<file path="src/rtl/ps2_bk_keyboard_if.sv">
// ============================================================================
// Module      : ps2_bk_keyboard_if
// Description : PS/2 line inputs, CPU read strobe and keyboard register
//               outputs of the BK keyboard stage.
// Revision    : 1.0 - initial release
// ============================================================================
`default_nettype none

interface ps2_bk_keyboard_if;
    logic       ps2_clk;
    logic       ps2_dat;
    logic       read_kbd;
    logic       kbd_available;
    logic [7:0] kbd_data;
    logic       kbd_ar2;
    logic       stopkey;
    logic       keydown;
    logic       kbd_overflow;

    modport slave (
        input  ps2_clk, ps2_dat, read_kbd,
        output kbd_available, kbd_data, kbd_ar2, stopkey, keydown, kbd_overflow
    );

    modport master (
        output ps2_clk, ps2_dat, read_kbd,
        input  kbd_available, kbd_data, kbd_ar2, stopkey, keydown, kbd_overflow
    );
endinterface

`default_nettype wire

</file>
<file path="src/rtl/ps2_bk_keyboard.sv">
// ============================================================================
// Module      : ps2_bk_keyboard
// Description : PS/2 receiver, E0/F0 prefix decoder and scancode-to-BK
//               translator with a key buffer read through 0177662.
//               KBD_FIFO_EN selects a FIFO_DEPTH-entry FIFO instead of the
//               single-entry latch. Translation table is a built-in ROM
//               indexed by {ext, shift, scancode}.
// Revision    : 1.0 - initial release
// ============================================================================
`default_nettype none

module ps2_bk_keyboard #(
    parameter int FILTER      = 8,
    parameter int TIMEOUT_CYC = 20000
`ifdef KBD_FIFO_EN
    ,parameter int FIFO_DEPTH = 4
`endif
) (
    input  wire logic         clk,
    input  wire logic         reset_n,
    ps2_bk_keyboard_if.slave  kb
);
    localparam int FW = $clog2(FILTER + 1);
    localparam int TW = $clog2(TIMEOUT_CYC + 1);
    localparam logic [FW-1:0] c_filt_last = FW'(FILTER - 1);
    localparam logic [TW-1:0] c_tmo_last  = TW'(TIMEOUT_CYC - 1);

    typedef enum logic [1:0] {S_IDLE = 2'd0, S_EXT = 2'd1, S_BRK = 2'd2, S_EXTBRK = 2'd3} state_t;

    logic [1:0]    clk_sync_q, clk_sync_d, dat_sync_q, dat_sync_d;
    logic          filt_q, filt_d;
    logic [FW-1:0] filt_cnt_q, filt_cnt_d;
    logic [3:0]    bitcnt_q, bitcnt_d;
    logic [9:0]    shift_q, shift_d;
    logic [TW-1:0] tmo_q, tmo_d;
    logic          byte_valid_q, byte_valid_d;
    logic [7:0]    byte_q, byte_d;
    state_t        state_q, state_d;
    logic          lshift_q, lshift_d, rshift_q, rshift_d, ctrl_q, ctrl_d;
    logic          ar2_q, ar2_d, stop_q, stop_d, keydown_q, keydown_d;
    logic [8:0]    last_key_q, last_key_d;
    logic          rd_q, rd_d, ovf_q, ovf_d;
    logic          is_make, is_break, ext, push, pop, avail;
    logic [7:0]    key_code, push_data, head;

    function automatic logic [7:0] xlat(input logic [9:0] idx);
        logic [7:0] r, letter;
        r = 8'h00;
        letter = 8'h00;
        if (idx[9]) begin
            case (idx[7:0])
                8'h6B: r = 8'h08;  8'h74: r = 8'h19;  8'h75: r = 8'h1A;
                8'h72: r = 8'h1B;  8'h5A: r = 8'h0A;  default: r = 8'h00;
            endcase
        end else begin
            case (idx[7:0])
                8'h1C: letter = 8'h41; 8'h32: letter = 8'h42; 8'h21: letter = 8'h43; 8'h23: letter = 8'h44;
                8'h24: letter = 8'h45; 8'h2B: letter = 8'h46; 8'h34: letter = 8'h47; 8'h33: letter = 8'h48;
                8'h43: letter = 8'h49; 8'h3B: letter = 8'h4A; 8'h42: letter = 8'h4B; 8'h4B: letter = 8'h4C;
                8'h3A: letter = 8'h4D; 8'h31: letter = 8'h4E; 8'h44: letter = 8'h4F; 8'h4D: letter = 8'h50;
                8'h15: letter = 8'h51; 8'h2D: letter = 8'h52; 8'h1B: letter = 8'h53; 8'h2C: letter = 8'h54;
                8'h3C: letter = 8'h55; 8'h2A: letter = 8'h56; 8'h1D: letter = 8'h57; 8'h22: letter = 8'h58;
                8'h35: letter = 8'h59; 8'h1A: letter = 8'h5A; default: letter = 8'h00;
            endcase
            // Shift selects lower-case Latin; digits and controls ignore it.
            if (letter != 8'h00) begin
                r = idx[8] ? (letter | 8'h20) : letter;
            end else begin
                case (idx[7:0])
                    8'h45: r = 8'h30; 8'h16: r = 8'h31; 8'h1E: r = 8'h32; 8'h26: r = 8'h33; 8'h25: r = 8'h34;
                    8'h2E: r = 8'h35; 8'h36: r = 8'h36; 8'h3D: r = 8'h37; 8'h3E: r = 8'h38; 8'h46: r = 8'h39;
                    8'h29: r = 8'h20; 8'h5A: r = 8'h0A; 8'h66: r = 8'h18; default: r = 8'h00;
                endcase
            end
        end
        return r;
    endfunction

    always_comb begin
        clk_sync_d   = {clk_sync_q[0], kb.ps2_clk};
        dat_sync_d   = {dat_sync_q[0], kb.ps2_dat};
        filt_d       = filt_q;
        filt_cnt_d   = '0;
        bitcnt_d     = bitcnt_q;
        shift_d      = shift_q;
        tmo_d        = '0;
        byte_valid_d = 1'b0;
        byte_d       = byte_q;
        if (clk_sync_q[1] != filt_q) begin
            if (filt_cnt_q == c_filt_last) begin
                filt_d = clk_sync_q[1];
            end else begin
                filt_cnt_d = filt_cnt_q + 1'b1;
            end
        end
        if (filt_q && !filt_d) begin
            if (bitcnt_q == 4'd10) begin
                // shift_q = {parity, data[7:0], start}; current sample is the stop bit.
                byte_valid_d = !shift_q[0] && (^shift_q[9:1]) && dat_sync_q[1];
                byte_d       = shift_q[8:1];
                bitcnt_d     = 4'd0;
            end else begin
                shift_d  = {dat_sync_q[1], shift_q[9:1]};
                bitcnt_d = bitcnt_q + 4'd1;
            end
        end else if (bitcnt_q != 4'd0) begin
            if (tmo_q == c_tmo_last) begin
                bitcnt_d = 4'd0;
            end else begin
                tmo_d = tmo_q + 1'b1;
            end
        end
    end

    always_comb begin
        state_d    = state_q;
        is_make    = 1'b0;
        is_break   = 1'b0;
        ext        = 1'b0;
        lshift_d   = lshift_q;
        rshift_d   = rshift_q;
        ctrl_d     = ctrl_q;
        ar2_d      = ar2_q;
        stop_d     = stop_q;
        keydown_d  = keydown_q;
        last_key_d = last_key_q;
        push       = 1'b0;
        rd_d       = kb.read_kbd;
        pop        = rd_q && !kb.read_kbd;
        if (byte_valid_q) begin
            if (byte_q == 8'hE1 || byte_q == 8'hAA) begin
                state_d = S_IDLE;
            end else begin
                case (state_q)
                    S_IDLE:   if (byte_q == 8'hE0) state_d = S_EXT;
                              else if (byte_q == 8'hF0) state_d = S_BRK;
                              else is_make = 1'b1;
                    S_EXT:    if (byte_q == 8'hF0) state_d = S_EXTBRK;
                              else begin is_make = 1'b1; ext = 1'b1; state_d = S_IDLE; end
                    S_BRK:    begin is_break = 1'b1; state_d = S_IDLE; end
                    S_EXTBRK: begin is_break = 1'b1; ext = 1'b1; state_d = S_IDLE; end
                    default:  state_d = S_IDLE;
                endcase
            end
        end
        key_code = xlat({ext, lshift_q | rshift_q, byte_q});
        if (ctrl_q && key_code[7:6] == 2'b01) key_code = {3'b000, key_code[4:0]};
        push_data = {ar2_q, key_code[6:0]};
        if (is_make || is_break) begin
            if (byte_q == 8'h12)                lshift_d = is_make;
            else if (byte_q == 8'h59)           rshift_d = is_make;
            else if (byte_q == 8'h14)           ctrl_d   = is_make;
            else if (byte_q == 8'h11 && !ext)   ar2_d    = is_make;
            else if (byte_q == 8'h07)           stop_d   = is_make;
            else if (is_make) begin
                if (key_code != 8'h00) begin
                    push       = 1'b1;
                    last_key_d = {ext, byte_q};
                    keydown_d  = 1'b1;
                end
            end else if ({ext, byte_q} == last_key_q) begin
                keydown_d = 1'b0;
            end
        end
    end

`ifdef KBD_FIFO_EN
    localparam int AW = $clog2(FIFO_DEPTH);
    logic [7:0]  mem_q [FIFO_DEPTH];
    logic [7:0]  mem_d [FIFO_DEPTH];
    logic [AW:0] wr_q, wr_d, rp_q, rp_d;
    logic        empty, full, do_pop;

    assign empty  = (wr_q == rp_q);
    assign full   = (wr_q[AW] != rp_q[AW]) && (wr_q[AW-1:0] == rp_q[AW-1:0]);
    assign do_pop = pop && !empty;
    assign avail  = !empty;
    assign head   = mem_q[rp_q[AW-1:0]];

    always_comb begin
        mem_d = mem_q;
        wr_d  = wr_q;
        rp_d  = rp_q;
        ovf_d = 1'b0;
        if (do_pop) rp_d = rp_q + 1'b1;
        if (push) begin
            if (!full || do_pop) begin
                mem_d[wr_q[AW-1:0]] = push_data;
                wr_d = wr_q + 1'b1;
            end else begin
                ovf_d = 1'b1;
            end
        end
    end

    always_ff @(posedge clk or negedge reset_n) begin
        if (!reset_n) begin
            for (int i = 0; i < FIFO_DEPTH; i++) mem_q[i] <= 8'h00;
            wr_q <= '0;
            rp_q <= '0;
        end else begin
            mem_q <= mem_d;
            wr_q  <= wr_d;
            rp_q  <= rp_d;
        end
    end
`else
    logic [7:0] hold_q, hold_d;
    logic       valid_q, valid_d;

    assign avail = valid_q;
    assign head  = hold_q;

    // Latest key wins; overflow flags only a key that was never read.
    always_comb begin
        hold_d  = hold_q;
        valid_d = valid_q;
        ovf_d   = 1'b0;
        if (pop) valid_d = 1'b0;
        if (push) begin
            hold_d  = push_data;
            valid_d = 1'b1;
            ovf_d   = valid_q && !pop;
        end
    end

    always_ff @(posedge clk or negedge reset_n) begin
        if (!reset_n) begin
            hold_q  <= 8'h00;
            valid_q <= 1'b0;
        end else begin
            hold_q  <= hold_d;
            valid_q <= valid_d;
        end
    end
`endif

    always_ff @(posedge clk or negedge reset_n) begin
        if (!reset_n) begin
            clk_sync_q   <= 2'b11;
            dat_sync_q   <= 2'b11;
            filt_q       <= 1'b1;
            filt_cnt_q   <= '0;
            bitcnt_q     <= 4'd0;
            shift_q      <= 10'd0;
            tmo_q        <= '0;
            byte_valid_q <= 1'b0;
            byte_q       <= 8'h00;
            state_q      <= S_IDLE;
            lshift_q     <= 1'b0;
            rshift_q     <= 1'b0;
            ctrl_q       <= 1'b0;
            ar2_q        <= 1'b0;
            stop_q       <= 1'b0;
            keydown_q    <= 1'b0;
            last_key_q   <= 9'd0;
            rd_q         <= 1'b0;
            ovf_q        <= 1'b0;
        end else begin
            clk_sync_q   <= clk_sync_d;
            dat_sync_q   <= dat_sync_d;
            filt_q       <= filt_d;
            filt_cnt_q   <= filt_cnt_d;
            bitcnt_q     <= bitcnt_d;
            shift_q      <= shift_d;
            tmo_q        <= tmo_d;
            byte_valid_q <= byte_valid_d;
            byte_q       <= byte_d;
            state_q      <= state_d;
            lshift_q     <= lshift_d;
            rshift_q     <= rshift_d;
            ctrl_q       <= ctrl_d;
            ar2_q        <= ar2_d;
            stop_q       <= stop_d;
            keydown_q    <= keydown_d;
            last_key_q   <= last_key_d;
            rd_q         <= rd_d;
            ovf_q        <= ovf_d;
        end
    end

    assign kb.kbd_available = avail;
    assign kb.kbd_data      = {1'b0, head[6:0]};
    assign kb.kbd_ar2       = head[7];
    assign kb.stopkey       = stop_q;
    assign kb.keydown       = keydown_q;
    assign kb.kbd_overflow  = ovf_q;

endmodule

`default_nettype wire
</file>
<file path="src/flat_wrapper.sv">
// flat-port wrapper written by rule: the top's interface ports become plain ports
module ps2_bk_keyboard_flat 
#(
    parameter int FILTER      = 8,
    parameter int TIMEOUT_CYC = 20000

)
  (clk, reset_n, kb_ps2_clk, kb_ps2_dat, kb_read_kbd, kb_kbd_available, kb_kbd_data, kb_kbd_ar2, kb_stopkey, kb_keydown, kb_kbd_overflow);
  ps2_bk_keyboard_if kb_i ();
  input  wire logic clk;
  input  wire logic reset_n;
  input wire logic [$bits(kb_i.ps2_clk)-1:0] kb_ps2_clk;
  input wire logic [$bits(kb_i.ps2_dat)-1:0] kb_ps2_dat;
  input wire logic [$bits(kb_i.read_kbd)-1:0] kb_read_kbd;
  output wire logic [$bits(kb_i.kbd_available)-1:0] kb_kbd_available;
  output wire logic [$bits(kb_i.kbd_data)-1:0] kb_kbd_data;
  output wire logic [$bits(kb_i.kbd_ar2)-1:0] kb_kbd_ar2;
  output wire logic [$bits(kb_i.stopkey)-1:0] kb_stopkey;
  output wire logic [$bits(kb_i.keydown)-1:0] kb_keydown;
  output wire logic [$bits(kb_i.kbd_overflow)-1:0] kb_kbd_overflow;
  assign kb_i.ps2_clk = kb_ps2_clk;
  assign kb_i.ps2_dat = kb_ps2_dat;
  assign kb_i.read_kbd = kb_read_kbd;
  assign kb_kbd_available = kb_i.kbd_available;
  assign kb_kbd_data = kb_i.kbd_data;
  assign kb_kbd_ar2 = kb_i.kbd_ar2;
  assign kb_stopkey = kb_i.stopkey;
  assign kb_keydown = kb_i.keydown;
  assign kb_kbd_overflow = kb_i.kbd_overflow;
  ps2_bk_keyboard #(.FILTER(FILTER), .TIMEOUT_CYC(TIMEOUT_CYC)) u_core (.clk(clk), .reset_n(reset_n), .kb(kb_i));
endmodule
</file>
<file path="config.mk">
export PLATFORM = sky130hd
export DESIGN_NAME = ps2_bk_keyboard_flat
export DESIGN_NICKNAME = d
export VERILOG_FILES = /design/src/rtl/ps2_bk_keyboard_if.sv /design/src/rtl/ps2_bk_keyboard.sv /design/src/flat_wrapper.sv
export SDC_FILE = /design/constraint.sdc
export NUM_CORES = 1
export LEC_CHECK = 0
export BUFFER_PORTS_ARGS = -buffer_cell sky130_fd_sc_hd__buf_4
export CELL_PAD_IN_SITES_DETAIL_PLACEMENT = 0
export CELL_PAD_IN_SITES_GLOBAL_PLACEMENT = 1
export CORE_MARGIN = 4
export CORE_UTILIZATION = 52
export CTS_CLUSTER_DIAMETER = 50
export DETAILED_ROUTE_END_ITERATION = 8
export PLACE_DENSITY = 0.82
export SLEW_MARGIN = 10
export SYNTH_ARGS = -nofsm -noshare
export SYNTH_HDL_FRONTEND = slang
export SYNTH_SLANG_ARGS = --single-unit
</file>
<file path="constraint.sdc">
create_clock -name clk -period 10.14 [get_ports clk]
set_input_delay 2.028 -clock clk [delete_from_list [all_inputs] [get_ports clk]]
set_output_delay 2.028 -clock clk [all_outputs]
set_load 0.01 [all_outputs]
</file>
**Word-level counts from Yosys, hierarchy flattened**

Memories as Yosys holds them, arrays and structs flattened.
Cells that the tools add are included.
W data, S select, Z words.

- Flip-flop bits (word level): 75
- Bits in read-only memories: 768
- Input bits: 5
- Output and inout port bits: 13
- Memories: 1

Memory list:

| memory | depth | width | rd ports | clocked after memory_dff | write ports | line | source |
|---|---|---|---|---|---|---|---|
| (name not given) | 128 | 6 | 1 | 0 | 0 | ps2_bk_keyboard.sv:56 | `case (idx[7:0])` |

- Add/sub/neg operators: 3
- Equal/unequal tests: 37
- Muxes and demuxes: 51
- Bitwise gates (word level): 7
- Reductions and logical operators: 35

Operator list:

| kind | count |
|---|---|
| $pmux W6 S13 | 1 |
| $eq A8 B7 Y1 const B | 9 |
| $eq A8 B6 Y1 const B | 7 |
| $mux W15 | 3 |
| $eq A8 B5 Y1 const B | 5 |
| $mux W8 | 5 |
| $eq A8 B8 Y1 const B | 4 |
| $mux W1 | 27 |
| $pmux W5 S5 | 1 |
| $mux W4 | 6 |
| $reduce_and A8 Y1 | 2 |
| $reduce_bool A8 Y1 | 2 |
| $add A15 B1 Y15 const B | 1 |
| $eq A15 B15 Y1 const B | 1 |
| $reduce_and A2 Y1 | 5 |
| $eq A9 B9 Y1 | 1 |
| $reduce_xor A9 Y1 | 1 |
| $add A4 B1 Y4 const B | 2 |
| $eq A8 B3 Y1 const B | 1 |
| $mux W2 | 4 |
| $reduce_bool A2 Y1 | 4 |
| $logic_and A1 B1 Y1 | 7 |
| $mux W6 | 1 |
| $not A1 Y1 | 6 |
| 19 further kinds | 27 |

**Depth between registers and ports, before layout**

Gate-level depths: netlist (run 1).

- Word-level depth: 22
- Depth in mapped cells: 14

**Worst setup path before layout (run 1)**

No wires, ideal clock.

- Kind: register to register
- Start: register u_core.byte_q[1]
- End: register u_core.hold_q[6] (netlist: u_core.head[6])
- Setup time: 0.127 ns
- Arrival time: 3.995 ns
- Data required time: 10.013 ns
- Path slack: 6.018 ns
- Cell stages (with the launch flop): 15
- Path buffers: 3
- Clock period less this slack: 4.122 ns
- Cells stage by stage: dfrtp_1 -> buf_2 -> inv_1 -> ha_1 -> clkbuf_1 -> and2_1 -> o41ai_1 -> a211o_1 -> nand4b_1 -> or4_4 -> mux2i_1 -> a211o_1 -> a2111oi_4 -> buf_6 -> mux2_1

- Longest elaborated chain between the ends: 18
- Elaborated cells on any way between the ends: 61
- Classes of those cells: eq/ne (27); mux (26); reduce/logical (7); memory (1)

RTL lines:

| element | line | source |
|---|---|---|
| start, declared | ps2_bk_keyboard.sv:37 | `logic [7:0] byte_q, byte_d;` |
| start signal, assigned | ps2_bk_keyboard.sv:268 | `byte_q <= byte_d;` |
| $mem_v2 Z128 W6 / $eq A8 B8 Y1 (equally long branches) | -- |  |
| $mux W8 / $mux W1 (equally long branches) | ps2_bk_keyboard.sv:56, ps2_bk_keyboard.sv:136, ps2_bk_keyboard.sv:138 |  |
| $mux W8 / $pmux W1 S2 (equally long branches) | ps2_bk_keyboard.sv:50, ps2_bk_keyboard.sv:134 |  |
| $reduce_bool A8 Y1 / $mux W1 (equally long branches) | ps2_bk_keyboard.sv:66, ps2_bk_keyboard.sv:131 |  |
| $mux W8 / $mux W1 (equally long branches) | ps2_bk_keyboard.sv:66, ps2_bk_keyboard.sv:130 |  |
| $mux W8 | ps2_bk_keyboard.sv:50 | `if (idx[9]) begin` |
| $eq A2 B1 Y1 | ps2_bk_keyboard.sv:147 | `if (ctrl_q && key_code[7:6] == 2'b01) key_code = {3'b000, key_code[4:0]};` |
| $logic_and A1 B1 Y1 | ps2_bk_keyboard.sv:147 |  |
| (+2 left out) | -- |  |
| $mux W1 | ps2_bk_keyboard.sv:156 | `if (key_code != 8'h00) begin` |
| $mux W1 | ps2_bk_keyboard.sv:155 | `else if (is_make) begin` |
| $mux W1 | ps2_bk_keyboard.sv:154 | `else if (byte_q == 8'h07) stop_d = is_make;` |
| $mux W1 | ps2_bk_keyboard.sv:153 | `else if (byte_q == 8'h11 && !ext) ar2_d = is_make;` |
| $mux W1 | ps2_bk_keyboard.sv:152 | `else if (byte_q == 8'h14) ctrl_d = is_make;` |
| $mux W1 | ps2_bk_keyboard.sv:151 | `else if (byte_q == 8'h59) rshift_d = is_make;` |
| $mux W1 | ps2_bk_keyboard.sv:150 | `if (byte_q == 8'h12) lshift_d = is_make;` |
| $mux W1 | ps2_bk_keyboard.sv:149 | `if (is_make \|\| is_break) begin` |
| end signal, assigned | ps2_bk_keyboard.sv:232 | `hold_q <= hold_d;` |
| end, declared | ps2_bk_keyboard.sv:208 | `logic [7:0] hold_q, hold_d;` |

Parallel ways exist; a longest one is shown, timed or not. The select of a mux whose other input is x is not followed.
A chain may end at the register's enable or synchronous reset.

**Worst setup path in the final report (run 1)**

- Start: register u_core.byte_q[1]
- End: register u_core.last_key_q[1]

- Longest elaborated chain between the ends: 11
- Elaborated cells on any way between the ends: 59
- Classes of those cells: eq/ne (27); mux (18); bitwise (5); reduce/logical (8); memory (1)

RTL lines:

| element | line | source |
|---|---|---|
| $mem_v2 Z128 W6 / $eq A8 B8 Y1 (equally long branches) | -- |  |
| $mux W8 / $mux W1 (equally long branches) | ps2_bk_keyboard.sv:56, ps2_bk_keyboard.sv:136, ps2_bk_keyboard.sv:138 |  |
| $mux W8 / $pmux W1 S2 (equally long branches) | ps2_bk_keyboard.sv:50, ps2_bk_keyboard.sv:134 |  |
| $reduce_bool A8 Y1 / $mux W1 (equally long branches) | ps2_bk_keyboard.sv:66, ps2_bk_keyboard.sv:131 |  |
| $mux W8 / $mux W1 (equally long branches) | ps2_bk_keyboard.sv:66, ps2_bk_keyboard.sv:130 |  |
| $mux W8 | ps2_bk_keyboard.sv:50 |  |
| $eq A2 B1 Y1 | ps2_bk_keyboard.sv:147 |  |
| $logic_and A1 B1 Y1 | ps2_bk_keyboard.sv:147 |  |
| $mux W8 | ps2_bk_keyboard.sv:147 |  |
| $reduce_bool A8 Y1 | ps2_bk_keyboard.sv:156 |  |
| $reduce_and A8 Y1 (no source line) | -- |  |
| end signal, assigned | ps2_bk_keyboard.sv:276 | `last_key_q <= last_key_d;` |
| end, declared | ps2_bk_keyboard.sv:41 | `logic [8:0] last_key_q, last_key_d;` |

Parallel ways exist; a longest one is shown, timed or not. The select of a mux whose other input is x is not followed.

==> metrics, run 1 <==
status=completed; sequential area share after synthesis=0.411; largest net degree at the start of global routing=76; Synth Register Bits=between 70 and 80; Critical Path Max Stage Delay=1.03 ns; htree depth=3; Worst Path Arrival=5.20 ns; CTS root buffer=clkbuf_8; fin crit share=0.490; GRT Total Usage=0.217; Cell Chain, Critical Path=inv_1, ha_1, nor3b_1, o41ai_1, a211o_1, nand4b_1, or4_4, mux2i_1, a211o_1, a2111oi_4, mux2_2; post-detail-place hpwl=about 7100 µm; Die ar.=~0.010 mm²; remaining routing DRC violations=0; row count=33; placer's final routability congestion estimate=roughly 0.9; clk buf depth=2; Slew Limit Fails=0; fin nets=between 500 and 600; final-report setup violation count=0; met3 Track Usage GR=0.0369; YS warnings=0; drt first pass iters=5; antenna diode count=0; commonest cells in the netlist=dfrtp_1 (70), nor2_1 (47), nand2_1 (38); WL/cell=~17 µm; CP Class=flop to flop; Critical Path Start Type=flop; total of max-cap violations=0; GRT met2 Usage=0.321; Routed WL=approximately 10000 µm; Area Growth Syn to Fin=6.96%; post-CTS sizing=0; RSZ-0062 raised after global routing=no; Vias=3679; Die Span Y=just over 100 µm; Critical-path top delay cell=a2111oi_4; Layout Skew=0.0139 ns; layer with the highest usage=met1; Pwr Density=~110 mW/mm²; Initial Util=0.547; Slew headroom=0.245; initial antenna violation count=0; clk sinks=75; remaining global-route overflow=0; vias per inst=slightly above 6; cell area after synthesis=~0.0046 mm²; asr flop ratio synth=1.00; top_reg_cell synth=dfrtp_1; worst path bufs/invs=1; Clk Latency, worst-skew pair=between 0.3 and 0.4 ns; clk slew on worst S/H paths=0.08 ns; Final Hold Viols=0; Post-Syn Nets=slightly above 500; dominant cell type by area after synthesis=dfrtp_1; DRT antenna net count=0; Min-Delay Path Class=flop to flop; CTS tree=done; Least-Margin Pin Slew=roughly 1.1 ns; Die Wd=slightly above 100 µm; Syn Area/Cell=about 9.4 µm²; core area=roughly 0.0084 mm²; top-area cell type share of the netlist area=0.382; CP delay by family, top=compound AO/OA/AOI/OAI gates; ranking of synthesized cells by area=dfrtp_1 (38%), mux2_2 (5.9%), xnor2_1 (4.2%); # hold bufs at CTS=0; Worst Setup End Kind=flop; total CTS buffers=9; vias in the first global route=approximately 3400; Fin Setup TNS=0 ns; share of cells above drive strength 1=0.151; hold_ws=about 0.36 ns; Setup Fix Bufs, Post-CTS=0; Pleak=~2.1 nW; max frequency=about 200 MHz; initial drt markers=328; crit path time final=between 4 and 5 ns; cell count after synthesis=about 490; Crit path required time=10.37 ns; most used cell, CP=a211o_1; # port buffers=16; IO Count=18; Distinct cells, synth=65; Post-synth EDFFs=0; most frequent cell after synthesis=dfrtp_1; CP max FO=19; GR Util met1=0.324; # fillers=725; Peak supply drop=between 0.08 and 0.09 mV; first-pass GRT wire length=~18000 µm
cells by family after synthesis:
family | Yosys count | share of synthesized area
other | 1 | 0.000818
flip-flops | 75 | 0.411
XOR/XNOR | 34 | 0.0650
AND/OR/NAND/NOR | 187 | 0.212
multiplexers | 34 | 0.0814
adder cells (fa/ha/maj) | 12 | 0.0328
buffers and inverters | 44 | 0.0418
AO/OA/AOI/OAI | 100 | 0.155
metal layers:
| layer | share of wire | vias to the layer above | wire length [µm] |
|---|---|---|---|
| li1 | - | 1744 | - |
| met1 | 0.47 | 1779 | 4920 |
| met2 | 0.44 | 132 | 4610 |
| met3 | 0.060 | 24 | 621 |
| met4 | 0.024 | 0 | 248 |
| met5 | 0 | - | 0 |
final cells by class:
type | instances | area, µm² | area share
Clock buffer | 9 | 124 | 0.0253
Clock inverter | 7 | 60.1 | 0.0123
Inverter | 12 | 45.0 | 0.00919
Multi-Input combinational cell | 368 | 2510 | 0.512
Sequential cell | 75 | 1880 | 0.384
Tap cell | 105 | 131 | 0.0268
Timing Repair Buffer | 20 | 150 | 0.0306
final timing paths:
kind / from / end / slack [ns] / depth (start not counted)
setup / recovery: u_core.byte_q[1] / u_core.last_key_q[1] / 5.17 / 11
hold / removal: u_core.clk_sync_q[0] / u_core.clk_sync_q[1] / 0.36 / 0
setup reg to reg: u_core.byte_q[1] / u_core.last_key_q[1] / 5.17 / 11
hold reg to reg: u_core.clk_sync_q[0] / u_core.clk_sync_q[1] / 0.36 / 0
max in group asynchronous: reset_n / u_core.last_key_q[8] / 7.71 / 1
min in group asynchronous: reset_n / u_core.tmo_q[12] / 1.78 / 1
through the flow:
step / utilization / power [mW] / setup WS, ns / cells / instance area [µm²]
after floorplan: - / 0.333 / 6.02 / 487 / 4580
after global routing: 0.585 / 0.585 / 4.78 / 596 / 4900
after CTS: 0.585 / 0.565 / 5.19 / 596 / 4900
after global placement: 0.563 / 0.343 / 5.33 / 580 / 4720
final: 0.585 / 0.558 / 5.17 / 596 / 4900
after detailed placement: 0.563 / 0.344 / 5.21 / 580 / 4720
where the power goes:
group	leakage (nW)	switching (mW)	internal [mW]	total, mW
clock network	0.0844	0.127	0.0927	0.220
logic	0.992	0.0136	0.00953	0.0232
registers	1.03	0.00627	0.308	0.315
flip-flops by register name, indices dropped and copies added, names as in the netlist, 2 cells and up:
| register | count |
|---|---|
| u_core.tmo_q | 15 |
| u_core.clk_sync_q | 2 |
| u_core.filt_cnt_q | 4 |
| u_core.bitcnt_q | 4 |
| u_core.last_key_q | 9 |
| u_core.shift_q | 10 |
| u_core.dat_sync_q | 2 |
| u_core.head | 8 |
| u_core.state_q | 2 |
| u_core.byte_q | 8 |
cells in the final DEF (no fill, tap or decap), types with 6 or more instances in the layout:
cell	count
nand3_1	17
nand3b_1	6
a21oi_1	14
mux2i_1	8
xor2_1	12
nor2_1	47
nand2_1	38
inv_1	12
nor2b_1	11
buf_4	20
xnor2_1	22
nand4_1	9
mux2_2	24
clkbuf_8	9
dfrtp_1	70
ha_1	12
nor3_1	13
o21ai_0	30
nand2b_1	15
(Power assumes the default switching activity.)
==> run 2, diff against run 1 <==
--- a/config.mk
+++ b/config.mk
@@ -9,10 +9,10 @@
 export CELL_PAD_IN_SITES_DETAIL_PLACEMENT = 0
 export CELL_PAD_IN_SITES_GLOBAL_PLACEMENT = 1
 export CORE_MARGIN = 4
-export CORE_UTILIZATION = 52
+export CORE_UTILIZATION = 49
 export CTS_CLUSTER_DIAMETER = 50
 export DETAILED_ROUTE_END_ITERATION = 8
-export PLACE_DENSITY = 0.82
+export PLACE_DENSITY = 0.77
 export SLEW_MARGIN = 10
 export SYNTH_ARGS = -nofsm -noshare
 export SYNTH_HDL_FRONTEND = slang
==> constraint.sdc (replaced) <==
create_clock -name clk -period 4.73 [get_ports clk]
set_input_delay 0.946 -clock clk [delete_from_list [all_inputs] [get_ports clk]]
set_output_delay 0.946 -clock clk [all_outputs]
set_load 0.01 [all_outputs]
==> run 2 against run 1 <==
Design area up 2.0%. Count of clock-buffer cells in the layout unchanged. Clock power rose by 150%. Utilization decreased by 3.8 points. Clock skew down 0.0011 ns. Register-to-register slack got worse by 4.6 ns. Sequential power increased by 110%. Critical path type unchanged.
==> metrics, run 2 (same netlist as run 1, synthesis figures left out) <==
status=completed (unchanged); WL/cell=17.3 µm (was 17.4 µm); Routed WL=10600 µm (was 10400 µm); Least-Margin Pin Slew=0.947 ns (was 1.13 ns); post-layout util=0.546 (was 0.585); vias per inst=5.99 (was 6.17); CP max FO=22 (was 19); initial antenna violation count=0 (unchanged); Seq pwr share=0.531 (was 0.564); GRT Total Usage=0.205 (was 0.217); Pleak=2.17 nW (was 2.10 nW); Vias=3647 (was 3679); Slew headroom=0.369 (was 0.245); Die Span Y=105 µm (was 102 µm); fin nets=510 (was 503); commonest non-fill, non-tap cell in the layout=dfrtp_1 (unchanged); Fin Setup TNS=0 ns (unchanged); fin crit share=0.872 (was 0.490); internal cell power=0.983 mW (was 0.411 mW); Worst Setup End Kind=flop (unchanged); Final Hold Viols=0 (unchanged); first-pass GRT wire length=18300 µm (was 17800 µm); combinational share of power=0.039 (was 0.042); Area Growth Syn to Fin=9.12% (was 6.96%); Cell Chain, Critical Path=buf_4, and3b_1, o41ai_1, a211o_1, nand4b_1, or4_4, mux2i_1, a211o_1, a2111oi_4, buf_4, mux2_2 (was inv_1, ha_1, nor3b_1, o41ai_1, a211o_1, nand4b_1, or4_4, mux2i_1, a211o_1, a2111oi_4, mux2_2); Placement Setup Slack=0.641 ns (was 5.21 ns); Worst Path Arrival=4.35 ns (was 5.20 ns); Crit path required time=4.96 ns (was 10.37 ns); CTS tree=done (unchanged); Final Power=1.27 mW (was 0.558 mW); row count=35 (was 33); Die ar.=0.0110 mm² (was 0.0104 mm²); # port buffers=16 (unchanged); clk slew on worst S/H paths=0.08 ns (about the same); DRT antenna net count=0 (unchanged); Min-Delay Path Class=flop to flop (unchanged); RSZ-0062 raised after global routing=no (unchanged); remaining routing DRC violations=0 (unchanged); # hold bufs at CTS=0 (unchanged); Clock power frac=0.430 (was 0.394); Clk Latency, worst-skew pair=0.35 ns (about the same); most frequent cells in the layout=dfrtp_1 (70), nor2_1 (47), nand2_1 (38) (unchanged); remaining global-route overflow=0 (unchanged); clk sinks=75 (unchanged); Initial Util=0.501 (was 0.547); Critical Path Max Stage Delay=0.68 ns (was 1.03 ns); CTS root buffer=clkbuf_8 (unchanged); clk buf depth=2 (unchanged); Die Wd=105 µm (was 102 µm); share of cells above drive strength 1=0.163 (was 0.151); final-report setup violation count=0 (unchanged); drt first pass iters=5 (unchanged); Largest Register=u_core.tmo_q (unchanged); Pwr Density=254 mW/mm² (was 114 mW/mm²); Critical-path top delay cell=dfrtp_1 (was a2111oi_4); crit path time final=4.12 ns (was 4.97 ns); Critical Path Start Type=flop (unchanged); post-detail-place hpwl=7430 µm (was 7080 µm); Peak supply drop=0.193 mV (was 0.0868 mV); Layout Skew=0.0128 ns (was 0.0139 ns); Net Sw Frac=0.227 (was 0.264); vias in the first global route=3558 (was 3423); antenna diode count=0 (unchanged); IO Count=18 (unchanged); CP Class=flop to flop (unchanged); initial drt markers=259 (was 328); Slew Limit Fails=0 (unchanged); top flop regs=u_core.tmo_q: 15 flops, u_core.shift_q: 10 flops, u_core.last_key_q: 9 flops (unchanged); total CTS buffers=9 (unchanged); htree depth=3 (unchanged); Switch Pwr=0.288 mW (was 0.147 mW); Setup Fix Bufs, Post-CTS=0 (unchanged); post-CTS sizing=0 (unchanged); max reg flops=15 (unchanged); largest net degree at the start of global routing=76 (unchanged); total of max-cap violations=0 (unchanged); post-route worst setup slack=0.608 ns (was 5.17 ns); core area=0.00915 mm² (was 0.00838 mm²); placer's final routability congestion estimate=0.903 (was 0.915); max frequency=243 MHz (was 201 MHz)
[run 2: cell count changes in the layout (fill, tap and decap cells not counted), sizes merged]
cell      delta
buf          +7
bufinv       +2
clkinvlp     -2
clkinv       +1
inv          -1
[run 2: path summary, 6_finish.rpt]
kind	from	endpoint	cells past startpoint	slack (ns)
max	u_core.byte_q[2]	u_core.last_key_q[4]	11	0.61
min	u_core.dat_sync_q[0]	u_core.dat_sync_q[1]	0	0.36
max reg2reg	u_core.byte_q[2]	u_core.last_key_q[4]	11	0.61
min reg2reg	u_core.dat_sync_q[0]	u_core.dat_sync_q[1]	0	0.36
max in group asynchronous	reset_n	u_core.head[1]	1	3.37
min in group asynchronous	reset_n	u_core.tmo_q[12]	1	0.72
[run 2: per-layer routing]
metal,up-vias,part of all wire,track usage
met1,1764,0.47,0.295
met3,14,0.050,0.0309
met4,0,0.015,0.0647
li1,1750,-,-
met5,-,0,0
met2,119,0.46,0.320
[run 2: critical path, delay by kind of cell (launching register included)]
kind	cells	cell delay (ns)
mux	2	0.54
flops	1	0.68
buf+inv	2	0.66
compound gates	4	1.24
simple gates	3	0.88
[run 2: layout make-up]
cell class	count	area (µm²)
Fill cell	815	4150
Multi-Input combinational cell	368	2510
Sequential cell	75	1880
Timing Repair Buffer	27	203
Tap cell	111	139
Clock buffer	9	124
Clock inverter	7	98.8
Inverter	12	45.0
[run 2: power by group through the flow]
stage	registers, mW	clock network (mW)	logic (mW)
after detailed placement	0.687	0	0.0514
after floorplan	0.684	0	0.0303
after global routing	0.678	0.597	0.0576
final	0.675	0.547	0.0496
after global placement	0.687	0	0.0488
after CTS	0.675	0.566	0.0506
[run 2: stage by stage]
stage | hold WS [ns] | std cells | cell area [µm²]
after floorplan | 0.345 | 487 | 4580
after global placement | 0.347 | 593 | 4780
after detailed placement | 0.349 | 593 | 4780
after CTS | 0.361 | 609 | 5000
after global routing | 0.372 | 609 | 5000
final | 0.360 | 609 | 5000
